==> config.mk <==
export PLATFORM = sky130hd
export DESIGN_NAME = fetch_buffer
export DESIGN_NICKNAME = d
export VERILOG_FILES = /design/src/rtl/fetch_buffer.sv
export SDC_FILE = /design/constraint.sdc
export NUM_CORES = 1
export LEC_CHECK = 0
export BUFFER_PORTS_ARGS = -buffer_cell sky130_fd_sc_hd__buf_2
export CAP_MARGIN = 20
export CORE_MARGIN = 5
export CORE_UTILIZATION = 60
export CTS_BUF_LIST = sky130_fd_sc_hd__clkbuf_2
export DETAILED_ROUTE_END_ITERATION = 8
export PLACE_DENSITY = 0.82
export SETUP_SLACK_MARGIN = 0.3
export SYNTH_ARGS = -nofsm -noshare
export SYNTH_HDL_FRONTEND = slang
export SYNTH_SLANG_ARGS = --single-unit
==> constraint.sdc <==
create_clock -name clk -period 3.5 [get_ports clk]
set_input_delay 0.35 -clock clk [delete_from_list [all_inputs] [get_ports clk]]
set_output_delay 0.35 -clock clk [all_outputs]
set_load 0.01 [all_outputs]
==> src/rtl/fetch_buffer.sv <==
// Instruction fetch buffer: a cache request FSM (RUN/DRAIN) feeding a small PC/instruction FIFO.
// Optional performance counters are enabled by defining FETCH_BUFFER_PERF_EN.
module fetch_buffer #(
  parameter int unsigned FIFO_DEPTH = 4,
  parameter logic [31:0] RESET_PC   = 32'h0000_0000
) (
  input  logic        clk,
  input  logic        rst_i,
  output logic        cache_read_o,
  output logic [31:0] cache_addr_o,
  input  logic [31:0] cache_data_i,
  input  logic        cache_valid_i,
  input  logic        branch_i,
  input  logic [31:0] branch_addr_i,
  output logic [31:0] instr_o,
  output logic [31:0] pc_o,
  output logic        valid_o,
`ifdef FETCH_BUFFER_PERF_EN
  output logic [31:0] perf_fetch_cnt_o,
  output logic [31:0] perf_stall_cnt_o,
`endif
  input  logic        ready_i
);

  localparam int unsigned PW = (FIFO_DEPTH > 1) ? $clog2(FIFO_DEPTH) : 1;
  localparam int unsigned CW = PW + 1;

  typedef enum logic {RUN, DRAIN} state_t;

  state_t        state;
  logic [31:0]   fetch_pc;
  logic [31:0]   pending_pc;
  logic [CW-1:0] count;
  logic [PW-1:0] rd_ptr;
  logic [PW-1:0] wr_ptr;
  logic [31:0]   instr_mem [FIFO_DEPTH];
  logic [31:0]   pc_mem    [FIFO_DEPTH];

  logic [31:0]   target;
  logic          push;
  logic          pop;
  logic          unused_addr_bits;

  assign target           = {branch_addr_i[31:2], 2'b00};
  assign unused_addr_bits = ^branch_addr_i[1:0];

  // Request depends only on registered state, so the cache sees no combinational loop.
  assign cache_read_o = (state == DRAIN) || (count != CW'(FIFO_DEPTH));
  assign cache_addr_o = fetch_pc;

  assign push = (state == RUN) && cache_read_o && cache_valid_i && !branch_i;
  assign pop  = valid_o && ready_i && !branch_i;

  assign valid_o = (count != '0);
  assign instr_o = instr_mem[rd_ptr];
  assign pc_o    = pc_mem[rd_ptr];

  always_ff @(posedge clk) begin
    if (push) begin
      instr_mem[wr_ptr] <= cache_data_i;
      pc_mem[wr_ptr]    <= fetch_pc;
    end
  end

  always_ff @(posedge clk) begin
    if (rst_i) begin
      state      <= RUN;
      fetch_pc   <= RESET_PC;
      pending_pc <= '0;
      count      <= '0;
      rd_ptr     <= '0;
      wr_ptr     <= '0;
    end else begin
      if (branch_i) begin
        count  <= '0;
        rd_ptr <= '0;
        wr_ptr <= '0;
      end else begin
        count <= count + CW'(push) - CW'(pop);
        if (push) wr_ptr <= wr_ptr + 1'b1;
        if (pop)  rd_ptr <= rd_ptr + 1'b1;
      end

      case (state)
        RUN: begin
          if (branch_i) begin
            // An unanswered miss must complete at its original address before redirecting.
            if (cache_read_o && !cache_valid_i) begin
              state      <= DRAIN;
              pending_pc <= target;
            end else begin
              fetch_pc <= target;
            end
          end else if (push) begin
            fetch_pc <= fetch_pc + 32'd4;
          end
        end
        DRAIN: begin
          if (branch_i) begin
            pending_pc <= target;
            if (cache_valid_i) begin
              fetch_pc <= target;
              state    <= RUN;
            end
          end else if (cache_valid_i) begin
            fetch_pc <= pending_pc;
            state    <= RUN;
          end
        end
        default: state <= RUN;
      endcase
    end
  end

`ifdef FETCH_BUFFER_PERF_EN
  always_ff @(posedge clk) begin
    if (rst_i) begin
      perf_fetch_cnt_o <= '0;
      perf_stall_cnt_o <= '0;
    end else begin
      if (push)                          perf_fetch_cnt_o <= perf_fetch_cnt_o + 32'd1;
      if (cache_read_o && !cache_valid_i) perf_stall_cnt_o <= perf_stall_cnt_o + 32'd1;
    end
  end
`endif

endmodule

After elaboration in Yosys (flattened, before gate mapping) --
Memory sizes are Yosys's and may differ from the RTL's. A register that Yosys moved wholly into a read port is not among the register bits. Cells that the tools add are included.
Cells by class: $add $sub $neg 5, reduce and logical (&&, ||, !) cells 13, bitwise logic cells 1, equal/unequal tests 7, multiplexer cells 21
Operators with widths (count):
- 2-to-1 mux 32 bit | 9
- case mux 32 bit (2 select lines) | 2
- adder 32 x 3 -> 32 bit, second input constant | 1
- inequality test 3 bit, second input constant | 3
- 2-to-1 mux 2 bit | 4
- logical AND 1 bit | 6
- inequality test 2 bit, second input constant | 3
- AND reduction 3 bit | 2
- 2-to-1 mux 1 bit | 5
- adder 2 x 1 -> 2 bit, second input constant | 2
- adder 3 x 1 -> 3 bit | 1
- nonzero test 3 bit | 1
- subtractor 3 x 1 -> 3 bit | 1
- logical NOT 1 bit | 2
- inequality test 2 x 1 -> 1 bit, second input constant | 1
- case mux 1 bit (2 select lines) | 1
- OR reduction 2 bit | 1
- logical OR 1 bit | 1
- NOT 1 bit | 1
Word-level totals: logic and storage cells 55, output and inout bits 98, memories 2, RAM bits 256, register bits 72, bits of input ports 69
Memories:
- instr_mem | words 4, width 32, rd ports 1, clocked after memory_dff 1, write ports 1, RTL line 36 | logic [31:0] instr_mem [FIFO_DEPTH];
- pc_mem | words 4, width 32, rd ports 1, clocked after memory_dff 1, write ports 1, RTL line 37 | logic [31:0] pc_mem [FIFO_DEPTH];

Longest topological paths before layout --
Gate-level depths: netlist of the first run.
depth after elaboration 8, mapped depth 10, gate-level depth less buffers 9

Worst setup path before layout of the first run --
OpenSTA, ideal clock, no wires.
kind input-to-reg, start input branch_i, end memory instr_mem[1][0], enable pin, required time 3.074 ns, setup time 0.426 ns, arrival 2.467 ns, path buffers 1, stages 4, path slack 0.607 ns, cells stage by stage or2_0 > buf_4 > nor3_4 > and2_1
Between the ends: longest elaborated chain between the ends 4
RTL lines:
- start, declared | RTL line 13 | input logic branch_i,
- logical NOT 1 bit | RTL line 51 | assign push = (state == RUN) && cache_read_o && cache_valid_i && !branch_i;
- logical AND 1 bit | RTL line 51
- 2-to-1 mux 1 bit | RTL line 59 | if (push) begin
- 2-to-1 mux 1 bit (implied by the code) | RTL line 60 | instr_mem[wr_ptr] <= cache_data_i;
- end, declared | RTL line 36
No other way between the ends.

==> summary.md, run 1 <==
| Metric | Value |
|---|---|
| Status | `finished, final reports clean` |
| Hold crit path type | `primary input to register` |
| Final cell count without fillers | `1434` |
| Relative slew slack | `0.364` |
| RSZ-0062 raised after global routing | `false` |
| Vias/cell | `~5.8` |
| CP max stage cell | `dfxtp_4` |
| Vias in the first global route | `8544` |
| Top FF cell, synth | `edfxtp_1` |
| Fraction of registers with async set/reset | `0` |
| Syn Inst Count | `around 840` |
| Final-report setup violation count | `0` |
| Yosys cell types | `between 50 and 60` |
| CTS clk-pin slew, worst paths | `approximately 90 ps` |
| Drt wl/cell | `19.5 um` |
| DP Area | `13900 sq um` |
| Critical path, cell by cell | `buf_12 > mux4_2 > buf_2` |
| Dpl cells | `approximately 1.2k` |
| Crit path time final | `2940 ps` |
| Required @ worst endpoint | `between 3000 and 4000 ps` |
| Crit end category | `primary output` |
| PD cells | `465 nW/um^2` |
| Worst hold slack | `202 ps` |
| Post-route ant nets | `0` |
| DP Worst Slack | `945 ps` |
| H-tree depth | `3` |
| Worst-Skew Late Latency | `820 ps` |
| Clk buf depth | `3` |
| MaxCap Viol Count | `0` |
| Initial Util | `0.608` |
| Worst slew pin tran | `954 ps` |
| WS Path Type | `register to primary output` |
| CTS tree | `yes` |
| Fill cell count | `1370` |
| CORE AREA | `21000 sq um` |
| #FFs+latches synth | `318` |
| First-pass GRT wire length | `44.8 mm` |
| Worst setup SP type | `register` |
| Initial antenna violation count | `1` |
| CP arrival | `between 2000 and 3000 ps` |
| Die area | `24200 sq um` |
| Die Wd | `156 um` |
| TritonRoute pass-1 iters | `6` |
| CP peak stage delay | `690 ps` |
| Pin count of the biggest net entering global routing | `between 60 and 70` |
| Design Area, Final | `roughly 15000 sq um` |
| Row cnt | `53` |
| Dpl hpwl | `about 17 mm` |
| Area occupied by registers | `between 8000 and 9000 sq um` |
| Post-Syn Area | `between 10000 and 15000 sq um` |
| Area occupied by multi-input gates | `3590 sq um` |
| Gr usage total | `0.235` |
| CTS Buf Count | `76` |
| Setup WS post-layout | `559 ps` |
| Setup tns final | `0 ps` |
| Vias after detailed routing | `8323` |
| Yosys warnings | `0` |
| Final wirelength | `27.9 mm` |
| Die height | `156 um` |
| P_leak | `around 5.4 nW` |
| Largest fanout on the critical path | `39` |
| Total gr overflow | `0` |
| Average size of a mapped cell | `15.3 sq um` |
| IO Port Bufs | `160` |
| GP Congestion | `0.840` |
| Number of synthesized flops with an enable pin | `248` |
| Post-synthesis sequential area ratio | `0.695` |
| Fmax | `0.340 GHz` |
| Endpoints failing hold | `0` |
| Clk sink count | `318` |
| # DRC | `0` |
| Layout cells sized above 1 | `0.321` |
| Clock Skews | `63.4 ps` |
| Tcrit/Tclk final | `0.840` |
| IO Pins | `167` |
| Count of pins over their slew limit | `0` |
| VDD IR max | `262 uV` |
| Root buf cell | `clkbuf_2` |
| Area delta synth->final | `19.5%` |
| DRT iter0 DRCs | `a little over 800` |
| Fin nets | `1183` |
## placed cells by master, fill, tap and decap left out, types with 4 or more instances in the layout
master and count:
o211ai_1 8, buf_12 5, and3_1 7, xnor2_1 5, buf_4 11, clkinv_1 18, nand4_1 8, edfxtp_1 248
nand2_1 93, o31ai_1 5, and2_4 4, a21oi_1 68, conb_1 4, nand3_1 17, inv_1 23, ha_1 7
nor3_1 18, o21ai_0 14, buf_2 160, nor2_1 33, a221oi_1 7, nor4_1 5, or3_1 5, clkbuf_2 111
a21o_1 5, a31oi_1 4, dfxtp_1 68, a211o_1 5, mux4_2 62, dlygate4sd3_1 67, a211oi_1 14
## synthesized netlist by cell type, types with 2 or more instances
master | count | area (sq um)
a21oi_1 | 68 | 340
or4_1 | 2 | 15.0
and3_1 | 7 | 43.8
or3_1 | 5 | 31.3
o31a_1 | 2 | 17.5
o21a_1 | 2 | 15.0
ha_1 | 7 | 87.6
a211o_1 | 5 | 43.8
a221oi_1 | 7 | 61.3
buf_2 | 12 | 60.1
a211oi_1 | 14 | 105
and2_1 | 6 | 37.5
o211ai_1 | 8 | 60.1
o21ai_0 | 15 | 75.1
nor2_1 | 33 | 124
a31oi_1 | 4 | 25.0
o31ai_1 | 5 | 37.5
buf_4 | 5 | 37.5
clkbuf_1 | 37 | 139
nand4_1 | 8 | 50.1
nor4_1 | 5 | 31.3
o311ai_0 | 3 | 26.3
nor2b_1 | 3 | 18.8
nand2_1 | 93 | 349
nand3_1 | 17 | 85.1
dfxtp_1 | 70 | 1400
mux4_2 | 62 | 1400
or2_2 | 3 | 18.8
a21o_1 | 5 | 37.5
nor3_1 | 18 | 90.1
xnor2_1 | 5 | 43.8
inv_1 | 23 | 86.3
mux2i_1 | 4 | 40.0
edfxtp_1 | 248 | 7450
## logic make-up (layout without fill, tap and decap cells)
group / after synthesis / count (layout) / share of synthesized area
xor gates and xnor gates: 6 / 6 / 0.00413
and+or+nand+nor: 213 / 213 / 0.0817
adders and majority gates: 8 / 8 / 0.00845
other: 1 / 5 / 0.000294
AOI/OAI and AO/OA: 144 / 144 / 0.0710
DFF: 318 / 318 / 0.695
buffers and inverters: 78 / 398 / 0.0256
muxes: 67 / 67 / 0.114
## stage by stage
step                utilization  total power [W]
detailed placement        0.662          0.00484
global placement          0.662          0.00482
finish                    0.726          0.00708
global route              0.726          0.00743
floorplan                     -          0.00461
CTS                       0.725          0.00714
## layer usage
metal  vias up  track usage  wire (um)
li1       3812            -          -
met1      4048        0.309      11200
met2       406        0.391      13800
met3        57       0.0527       2280
met4         0       0.0871        631
met5         -            0          0
## state kept, by name, summed over array words and instances, names as in the netlist, named ones only
register,count
instr_mem,128
pc_mem,120
cache_addr_o,30
pending_pc,30
count,3
rd_ptr,2
wr_ptr,2
state,1
## critical path: cells and delay by family (launching register included)
kind | cells | cell delay (ps)
flip-flops | 1 | 690
buffers and inverters | 2 | 530
multiplexers | 1 | 580
## path summary, 6_finish.rpt
| path | from | endpoint | slack (ps) | cells after the start |
|---|---|---|---|---|
| worst min register to register | pending_pc[24] | pending_pc[24] | 460 | 2 |
| worst max-delay path | register | pc_o[18] | 560 | 3 |
| worst min-delay path | branch_i | cache_addr_o[22] | 200 | 5 |
| worst max register to register | count[1] | pending_pc[25] | 800 | 7 |
## power breakdown
group / switching, W / leakage (nW) / internal [W]
logic: 0.000302 / 2.07 / 0.000253
clock network: 0.00134 / 0.503 / 0.000910
registers: 0.000101 / 2.86 / 0.00417
## timing repair
action | in CTS | in global routing
endpoints found under the hold margin | 184 | 0
hold buffers | 67 | 0
resized for setup | 0 | 0
buffers inserted | 0 | 0
## area by class of cell
class / instances / area share
sequential: 318 / 0.582
multi-input combinational: 442 / 0.236
timing repair buffer: 244 / 0.111
clock buffer: 111 / 0.0365
tap: 275 / 0.0226
clock inverter: 19 / 0.00641
inverter: 24 / 0.00592
antenna: 1 / 0.000164
Power figures use the tool's default switching activity.
==> run 2: changes to the inputs <==
--- a/config.mk
+++ b/config.mk
@@ -5,13 +5,14 @@
 export SDC_FILE = /design/constraint.sdc
 export NUM_CORES = 1
 export LEC_CHECK = 0
+export ABC_AREA = 1
 export BUFFER_PORTS_ARGS = -buffer_cell sky130_fd_sc_hd__buf_2
 export CAP_MARGIN = 20
 export CORE_MARGIN = 5
-export CORE_UTILIZATION = 60
+export CORE_UTILIZATION = 54
 export CTS_BUF_LIST = sky130_fd_sc_hd__clkbuf_2
 export DETAILED_ROUTE_END_ITERATION = 8
-export PLACE_DENSITY = 0.82
+export PLACE_DENSITY = 0.78
 export SETUP_SLACK_MARGIN = 0.3
 export SYNTH_ARGS = -nofsm -noshare
 export SYNTH_HDL_FRONTEND = slang
==> constraint.sdc (replaced) <==
create_clock -name clk -period 2.7 [get_ports clk]
set_input_delay 0.27 -clock clk [delete_from_list [all_inputs] [get_ports clk]]
set_output_delay 0.27 -clock clk [all_outputs]
set_load 0.01 [all_outputs]
==> run 2 against run 1 <==
Core utilization fell by 3.8 points. Highest routed layer unchanged. Critical endpoint is now instr_o[4]. Register-to-register slack lost 240 ps. Critical path type unchanged. Count of clock-buffer cells in the layout increased by 4.
==> summary.md, run 2 <==
| Metric | Value |
|---|---|
| Most common cell in the netlist | `edfxtp_1` |
| Clock Skews | `85.4 ps (+22.0 ps)` |
| Initial antenna violation count | `1 (unchanged)` |
| Layout cells sized above 1 | `0.248 (-0.0731)` |
| CORE AREA | `24100 sq um (+15%)` |
| Clk sink count | `318 (unchanged)` |
| R2r worst-path depth | `8 (+1)` |
| Most common cell after layout, fill and taps aside | `edfxtp_1` |
| Mux share of post-synthesis cell area | `0 (-0.114)` |
| Worst hold slack | `142 ps (-59.8 ps)` |
| Number of synthesized flops with an enable pin | `248 (unchanged)` |
| Met3 WL | `3.35 mm (+47%)` |
| Initial Util | `0.542 (-0.0658)` |
| Synth top cells by count | `edfxtp_1 (248), nor2_1 (202), nand2_1 (166)` |
| First-pass GRT wire length | `53.3 mm (+19%)` |
| Yosys warnings | `0 (unchanged)` |
| Synth top area cells | `edfxtp_1 (57%), dfxtp_1 (11%), o21ai_0 (5.9%)` |
| Fraction of registers with async set/reset | `0 (unchanged)` |
| Total gr overflow | `0 (unchanged)` |
| Relative slew slack | `0.475 (+0.112)` |
| Largest register FFs | `128 (unchanged)` |
| CP max stage cell | `dfxtp_4` |
| Synth top area share | `0.570 (-0.0147)` |
| # DRC | `0 (unchanged)` |
| Dpl hpwl | `17.8 mm (+5.8%)` |
| Wire length on met2 | `18.3 mm (+32%)` |
| Hold crit path type | `primary input to register` |
| Die Wd | `166 um (+6.3%)` |
| RSZ-0062 raised after global routing | `true` |
| Clk buf depth | `3 (unchanged)` |
| Root buf cell | `clkbuf_2` |
| Final core occ | `0.688 (-0.0376)` |
| Synth Area in XOR/XNOR | `0.00402 (-0.000104)` |
| Endpoints failing hold | `0 (unchanged)` |
| Largest family of logic cells by synthesized area | `compound AO/OA/AOI/OAI gates` |
| GP Congestion | `0.925 (+10%)` |
| Gr usage total | `0.250 (+0.0148)` |
| Area delta synth->final | `27.0%` |
| CTS clk-pin slew, worst paths | `110 ps (+20 ps)` |
| H-tree depth | `3 (unchanged)` |
| Largest fanout on the critical path | `17 (-56%)` |
| Vias in the first global route | `10.3k (+21%)` |
| Post-synthesis sequential area ratio | `0.677 (-0.0175)` |
| PD cells | `575 nW/um^2 (+24%)` |
| Simple-gate portion of the synthesized area | `0.131 (+0.0492)` |
| Required @ worst endpoint | `2430 ps (-720 ps)` |
| Crit path capture | `instr_o[4]` |
| Crit path time final | `roughly 2400 ps` |
| Synth Area in Adders | `0.00824 (-0.000213)` |
| Met1 WL | `14.7 mm (+31%)` |
| Highest Signal Layer | `met4` |
| Power Total | `0.00955 W (+35%)` |
| WS Path Type | `register to primary output` |
| P_leak | `6.30 nW (+16%)` |
| Worst slew pin tran | `786 ps (-168 ps)` |
| Area leader, netlist | `edfxtp_1` |
| Most flops, register | `instr_mem` |
| Flop2flop setup slack | `560 ps (-240 ps)` |
| TritonRoute pass-1 iters | `5 (-1)` |
| Status | `finished, final reports clean` |
| Setup WS post-layout | `257 ps (-302 ps)` |
| Post-route ant nets | `0 (unchanged)` |
| Tcrit/Tclk final | `0.905` |
| Area occupied by multi-input gates | `3850 sq um (+7.4%)` |
| Yosys cell types | `35 (-40%)` |
| Top FF cell, synth | `edfxtp_1` |
| Critical path, cell by cell | `buf_12 > clkinv_8 > clkbuf_16 > o21ai_0 > o22ai_1 > buf_2` |
| Fin nets | `1593 (+35%)` |
| Largest regs | `instr_mem: 128 flops, pc_mem: 120 flops` |
| Highest-count cells in the layout ignoring fill and taps | `edfxtp_1 (248), nor2_1 (195), nand2_1 (166), buf_2 (156), clkbuf_2 (115)` |
| Fill cell count | `1711 (+25%)` |
| Die area | `27400 sq um (+13%)` |
| Complex-gate fraction of the synthesized area | `0.139 (+0.0677)` |
| #FFs+latches synth | `318 (unchanged)` |
| Vias after detailed routing | `10.6k (+28%)` |
| Final cell count without fillers | `1901 (+33%)` |
| Post-Syn Area | `13100 sq um (+2.6%)` |
| CTS tree | `yes` |
| MaxCap Viol Count | `0 (unchanged)` |
| Worst setup SP type | `register` |
| VDD IR max | `344 uV (+31%)` |
| DP Worst Slack | `541 ps (-404 ps)` |
| Drt wl/cell | `19.7 um (+1.3%)` |
| Reg2Reg Capture Point | `pending_pc[18]` |
| Pin count of the biggest net entering global routing | `58 (-7.9%)` |
| CP peak stage delay | `400 ps (-290 ps)` |
| Dpl cells | `1637 (+33%)` |
| Row cnt | `57 (+7.5%)` |
| Fmax | `0.409 GHz` |
| Syn Inst Count | `1199 (+44%)` |
| IO Pins | `167 (unchanged)` |
| DRT iter0 DRCs | `1067 (+30%)` |
| Die height | `166 um (+6.3%)` |
| Vias/cell | `5.60 (-3.5%)` |
| Final wirelength | `37.5 mm (+34%)` |
| Worst-Skew Late Latency | `870 ps (+50 ps)` |
| Final-report setup violation count | `0 (unchanged)` |
| R2R Path Start | `count[1]` |
| Count of pins over their slew limit | `0 (unchanged)` |
| CP arrival | `2170 ps (-420 ps)` |
| IO Port Bufs | `160 (unchanged)` |
| Crit end category | `primary output` |
| Area occupied by registers | `8860 sq um (unchanged)` |
| CTS Buf Count | `79 (+3.9%)` |
| Average size of a mapped cell | `10.9 sq um (-29%)` |
==> run 2: cell count changes in the layout (fill, tap and decap cells not counted), moves of 12 or more <==
| cell | previous run | this run |
|---|---|---|
| nor3_1 | 18 | 4 |
| o21ai_0 | 14 | 112 |
| mux4_2 | 62 | 0 |
| inv_1 | 23 | 41 |
| o21ai_1 | 0 | 36 |
| dlygate4sd3_1 | 67 | 91 |
| nor2_1 | 33 | 195 |
| nand2_1 | 93 | 166 |
| o21ai_2 | 1 | 13 |
| o22ai_1 | 0 | 66 |
| a211oi_1 | 14 | 0 |
==> run 2: per-layer routing <==
metal,GRT usage,vias to the layer above
met5,0,-
met4,0.100,0
met3,0.0563,90
met2,0.423,525
met1,0.315,5077
li1,-,4952
==> run 2: worst max-delay path: cells and delay by family, from the launching register on <==
| kind | cells | cell delay [ps] |
|---|---|---|
| AO/OA/AOI/OAI | 2 | 400 |
| flip-flops | 1 | 400 |
| buffers and inverters | 4 | 560 |
==> run 2: cell type report <==
type                       instances  share of cell area
timing repair buffer             299               0.153
inverter                          48              0.0118
sequential                       318               0.534
multi-input combinational        767               0.232
antenna                            1            0.000151
clock buffer                     115              0.0347
timing repair inverter             3             0.00158
clock inverter                    26             0.00890
tap                              324              0.0244
==> run 2: repair_timing <==
item                                    CTS  global route
hold endpoints to repair                198             0
hold buffers                             91             0
endpoints found under the setup margin   62            56
pin swaps                                 3            26
gates resized for setup                  17            74
buffers inserted                          3             6
gates cloned                              6            16
==> run 2: worst min path at each step <==
stage	from	endpoint	slack, ps	cells after the start
floorplan	cache_data_i[0]	instr_mem[0][0]	370	0
global placement	pending_pc[31]	pending_pc[31]	440	2
detailed placement	pending_pc[31]	pending_pc[31]	450	2
CTS	cache_data_i[30]	instr_mem[2][30]	50	2
global route	cache_data_i[31]	instr_mem[3][31]	90	2
finish	cache_data_i[30]	instr_mem[2][30]	140	2
==> run 2: report_power, final <==
| part | switching, W | internal [W] | total (W) |
|---|---|---|---|
| clock network | 0.00194 | 0.00125 | 0.00319 |
| registers | 0.000147 | 0.00542 | 0.00557 |
| logic | 0.000449 | 0.000346 | 0.000795 |
| total | 0.00253 | 0.00702 | 0.00955 |
==> run 2: kinds of logic after synthesis <==
logic type	count (synthesis)
AOI/OAI and AO/OA	328
xor gates and xnor gates	6
adders and majority gates	8
buffers and inverters	117
DFF	318
other	1
and+or+nand+nor	421
==> run 2: metrics by stage <==
step | cell area (sq um) | setup TNS (ps)
after floorplan | 13100 | -44330
after CTS | 16100 | 0
after global placement | 14200 | 0
after detailed placement | 14200 | 0
after global routing | 16600 | 0
final | 16600 | 0
==> run 3: changes to the inputs <==
--- a/config.mk
+++ b/config.mk
@@ -13,6 +13,7 @@
 export CTS_BUF_LIST = sky130_fd_sc_hd__clkbuf_2
 export DETAILED_ROUTE_END_ITERATION = 8
 export PLACE_DENSITY = 0.78
+export RECOVER_POWER = 50
 export SETUP_SLACK_MARGIN = 0.3
 export SYNTH_ARGS = -nofsm -noshare
 export SYNTH_HDL_FRONTEND = slang
==> run 3 against run 2 <==
Wire length barely moved. Worst hold slack improved by 33 ps. Fmax rose by 0.59%. Count of clock-buffer cells in the layout did not move. Total power barely moved. First-iteration DRC count fell by 0.94%. Critical path depth did not move. Core utilization fell by 0.29 points. Register-to-register slack got worse by 210 ps. Combinational power fell by 1%. Non-clock buffer count did not move.
==> summary.md, run 3 (synthesis results as in run 2) <==
| Metric | Value |
|---|---|
| Row cnt | `57 (unchanged)` |
| Worst-Skew Late Latency | `890 ps (+20 ps)` |
| CP max stage cell | `dfxtp_4` |
| Vias in the first global route | `10.3k (unchanged)` |
| Total gr overflow | `0 (unchanged)` |
| IO Port Bufs | `160 (unchanged)` |
| CORE AREA | `24100 sq um (unchanged)` |
| Gr usage total | `0.250 (unchanged)` |
| Largest register FFs | `128 (unchanged)` |
| IO Pins | `167 (unchanged)` |
| RSZ-0062 raised after global routing | `true` |
| First-pass GRT wire length | `53.3 mm (unchanged)` |
| WS Path Type | `register to primary output` |
| Vias after detailed routing | `10.7k (+0.67%)` |
| Tcrit/Tclk final | `0.899 (-0.00535)` |
| Hold crit path type | `primary input to register` |
| Post-route ant nets | `0 (unchanged)` |
| Relative slew slack | `0.477 (+0.00173)` |
| Clk buf depth | `3 (unchanged)` |
| Area delta synth->final | `26.5%` |
| Die area | `27400 sq um (unchanged)` |
| Top Family by Delay on Critical Path | `buffers and inverters` |
| GP Congestion | `0.925 (unchanged)` |
| Endpoints failing hold | `0 (unchanged)` |
| Worst slew pin tran | `783 ps (-2.60 ps)` |
| Crit path time final | `2430 ps (-14.4 ps)` |
| Most flops, register | `instr_mem` |
| P_leak | `6.20 nW (-1.5%)` |
| Final wirelength | `37.4 mm (about the same)` |
| Design Area, Final | `16500 sq um (-0.42%)` |
| Fmax | `0.412 GHz (+0.59%)` |
| VDD IR max | `349 uV (+1.4%)` |
| Clock Skews | `98.1 ps (+12.7 ps)` |
| Drt wl/cell | `19.7 um (about the same)` |
| Highest-count cells in the layout ignoring fill and taps | `edfxtp_1 (248), nor2_1 (196), nand2_1 (167), buf_2 (124), clkbuf_2 (118)` |
| CTS tree | `yes` |
| Fin nets | `1593 (unchanged)` |
| CTS clk-pin slew, worst paths | `110 ps (about the same)` |
| Initial antenna violation count | `1 (unchanged)` |
| Layout cells sized above 1 | `0.225 (-0.0235)` |
| CTS Buf Count | `79 (unchanged)` |
| Setup tns final | `0 ps (unchanged)` |
| Count of pins over their slew limit | `0 (unchanged)` |
| Most common cell after layout, fill and taps aside | `edfxtp_1` |
| Crit end category | `primary output` |
| Status | `finished, final reports clean` |
| Clk sink count | `318 (unchanged)` |
| Root buf cell | `clkbuf_2` |
| CP arrival | `2160 ps (about the same)` |
| Die Wd | `166 um (unchanged)` |
| # DRC | `0 (unchanged)` |
| PD cells | `578 nW/um^2 (+0.43%)` |
| MaxCap Viol Count | `0 (unchanged)` |
| Initial Util | `0.542 (unchanged)` |
| Pin count of the biggest net entering global routing | `58 (unchanged)` |
| Largest regs | `instr_mem: 128 flops, pc_mem: 120 flops` |
| CP peak stage delay | `400 ps (about the same)` |
| Worst setup SP type | `register` |
| Required @ worst endpoint | `2430 ps (about the same)` |
| Largest fanout on the critical path | `17 (unchanged)` |
| Critical path, cell by cell | `buf_12 > clkinv_8 > clkbuf_16 > o21ai_0 > o22ai_1 > buf_2` |
| H-tree depth | `3 (unchanged)` |
| Dpl hpwl | `17.8 mm (unchanged)` |
| Vias/cell | `5.64 (+0.67%)` |
| DRT iter0 DRCs | `1057 (-0.94%)` |
| Crit path buffers/inverters | `4 (unchanged)` |
| TritonRoute pass-1 iters | `5 (unchanged)` |
| DP Area | `14200 sq um (unchanged)` |
| Final-report setup violation count | `0 (unchanged)` |
| Flop2flop setup slack | `350 ps (-210 ps)` |
| Die height | `166 um (unchanged)` |
[run 3: worst register-to-register path: stages, from the launching register on]
cell and delay [ps]:
dfxtp_1 420, nor2_2 60, nand2_1 110, nand3_1 110, clkbuf_1 280, nor2_1 610, buf_12 410
[run 3: per-layer routing]
| metal | global-route usage | vias up | part of all wire |
|---|---|---|---|
| met3 | 0.0563 | 103 | 0.092 |
| met2 | 0.423 | 564 | 0.49 |
| met4 | 0.100 | 0 | 0.032 |
| met5 | 0 | - | 0 |
| li1 | - | 4946 | - |
| met1 | 0.315 | 5102 | 0.39 |
[run 3: power breakdown]
part / leakage, nW / internal, W / switching, W
Sequential: 2.85 / 0.00542 / 0.000146
Combinational: 2.82 / 0.000336 / 0.000449
Clock: 0.538 / 0.00125 / 0.00195
[run 3: worst paths after layout]
kind,to,startpoint,depth (start not counted)
min,instr_mem[2][30],cache_data_i[30],2
min reg2reg,pending_pc[31],pending_pc[31],2
max reg2reg,instr_mem[3][16],count[1],6
max,instr_o[4],register,6
[run 3: final cells by class]
cell class                 instances  area (sq um)
fill                            1739          7580
tap                              324           405
clock inverter                    26           148
clock buffer                     115           576
timing repair inverter             3          26.3
timing repair buffer             299          2480
inverter                          48           195
multi-input combinational        767          3830
antenna                            1          2.50
sequential                       318          8860
[run 3: timing repair]
action | 4_1_cts | 5_1_grt
gates cloned | 6 | 16
hold buffers | 91 | 0
resized for setup | 17 | 74
setup buffers | 3 | 6
pin swaps | 3 | 26
hold endpoints to repair | 198 | 0
endpoints found under the setup margin | 62 | 56
[run 3: stage by stage]
stage	hold slack [ps]	std cells	setup WS, ps	util	power, W
floorplan	369	1202	-179	-	0.00601
detailed placement	448	1637	541	0.588	0.00631
global placement	435	1637	580	0.588	0.00629
global route	154	1901	162	0.686	0.00998
finish	175	1901	271	0.686	0.00955
CTS	52.9	1878	265	0.667	0.00953
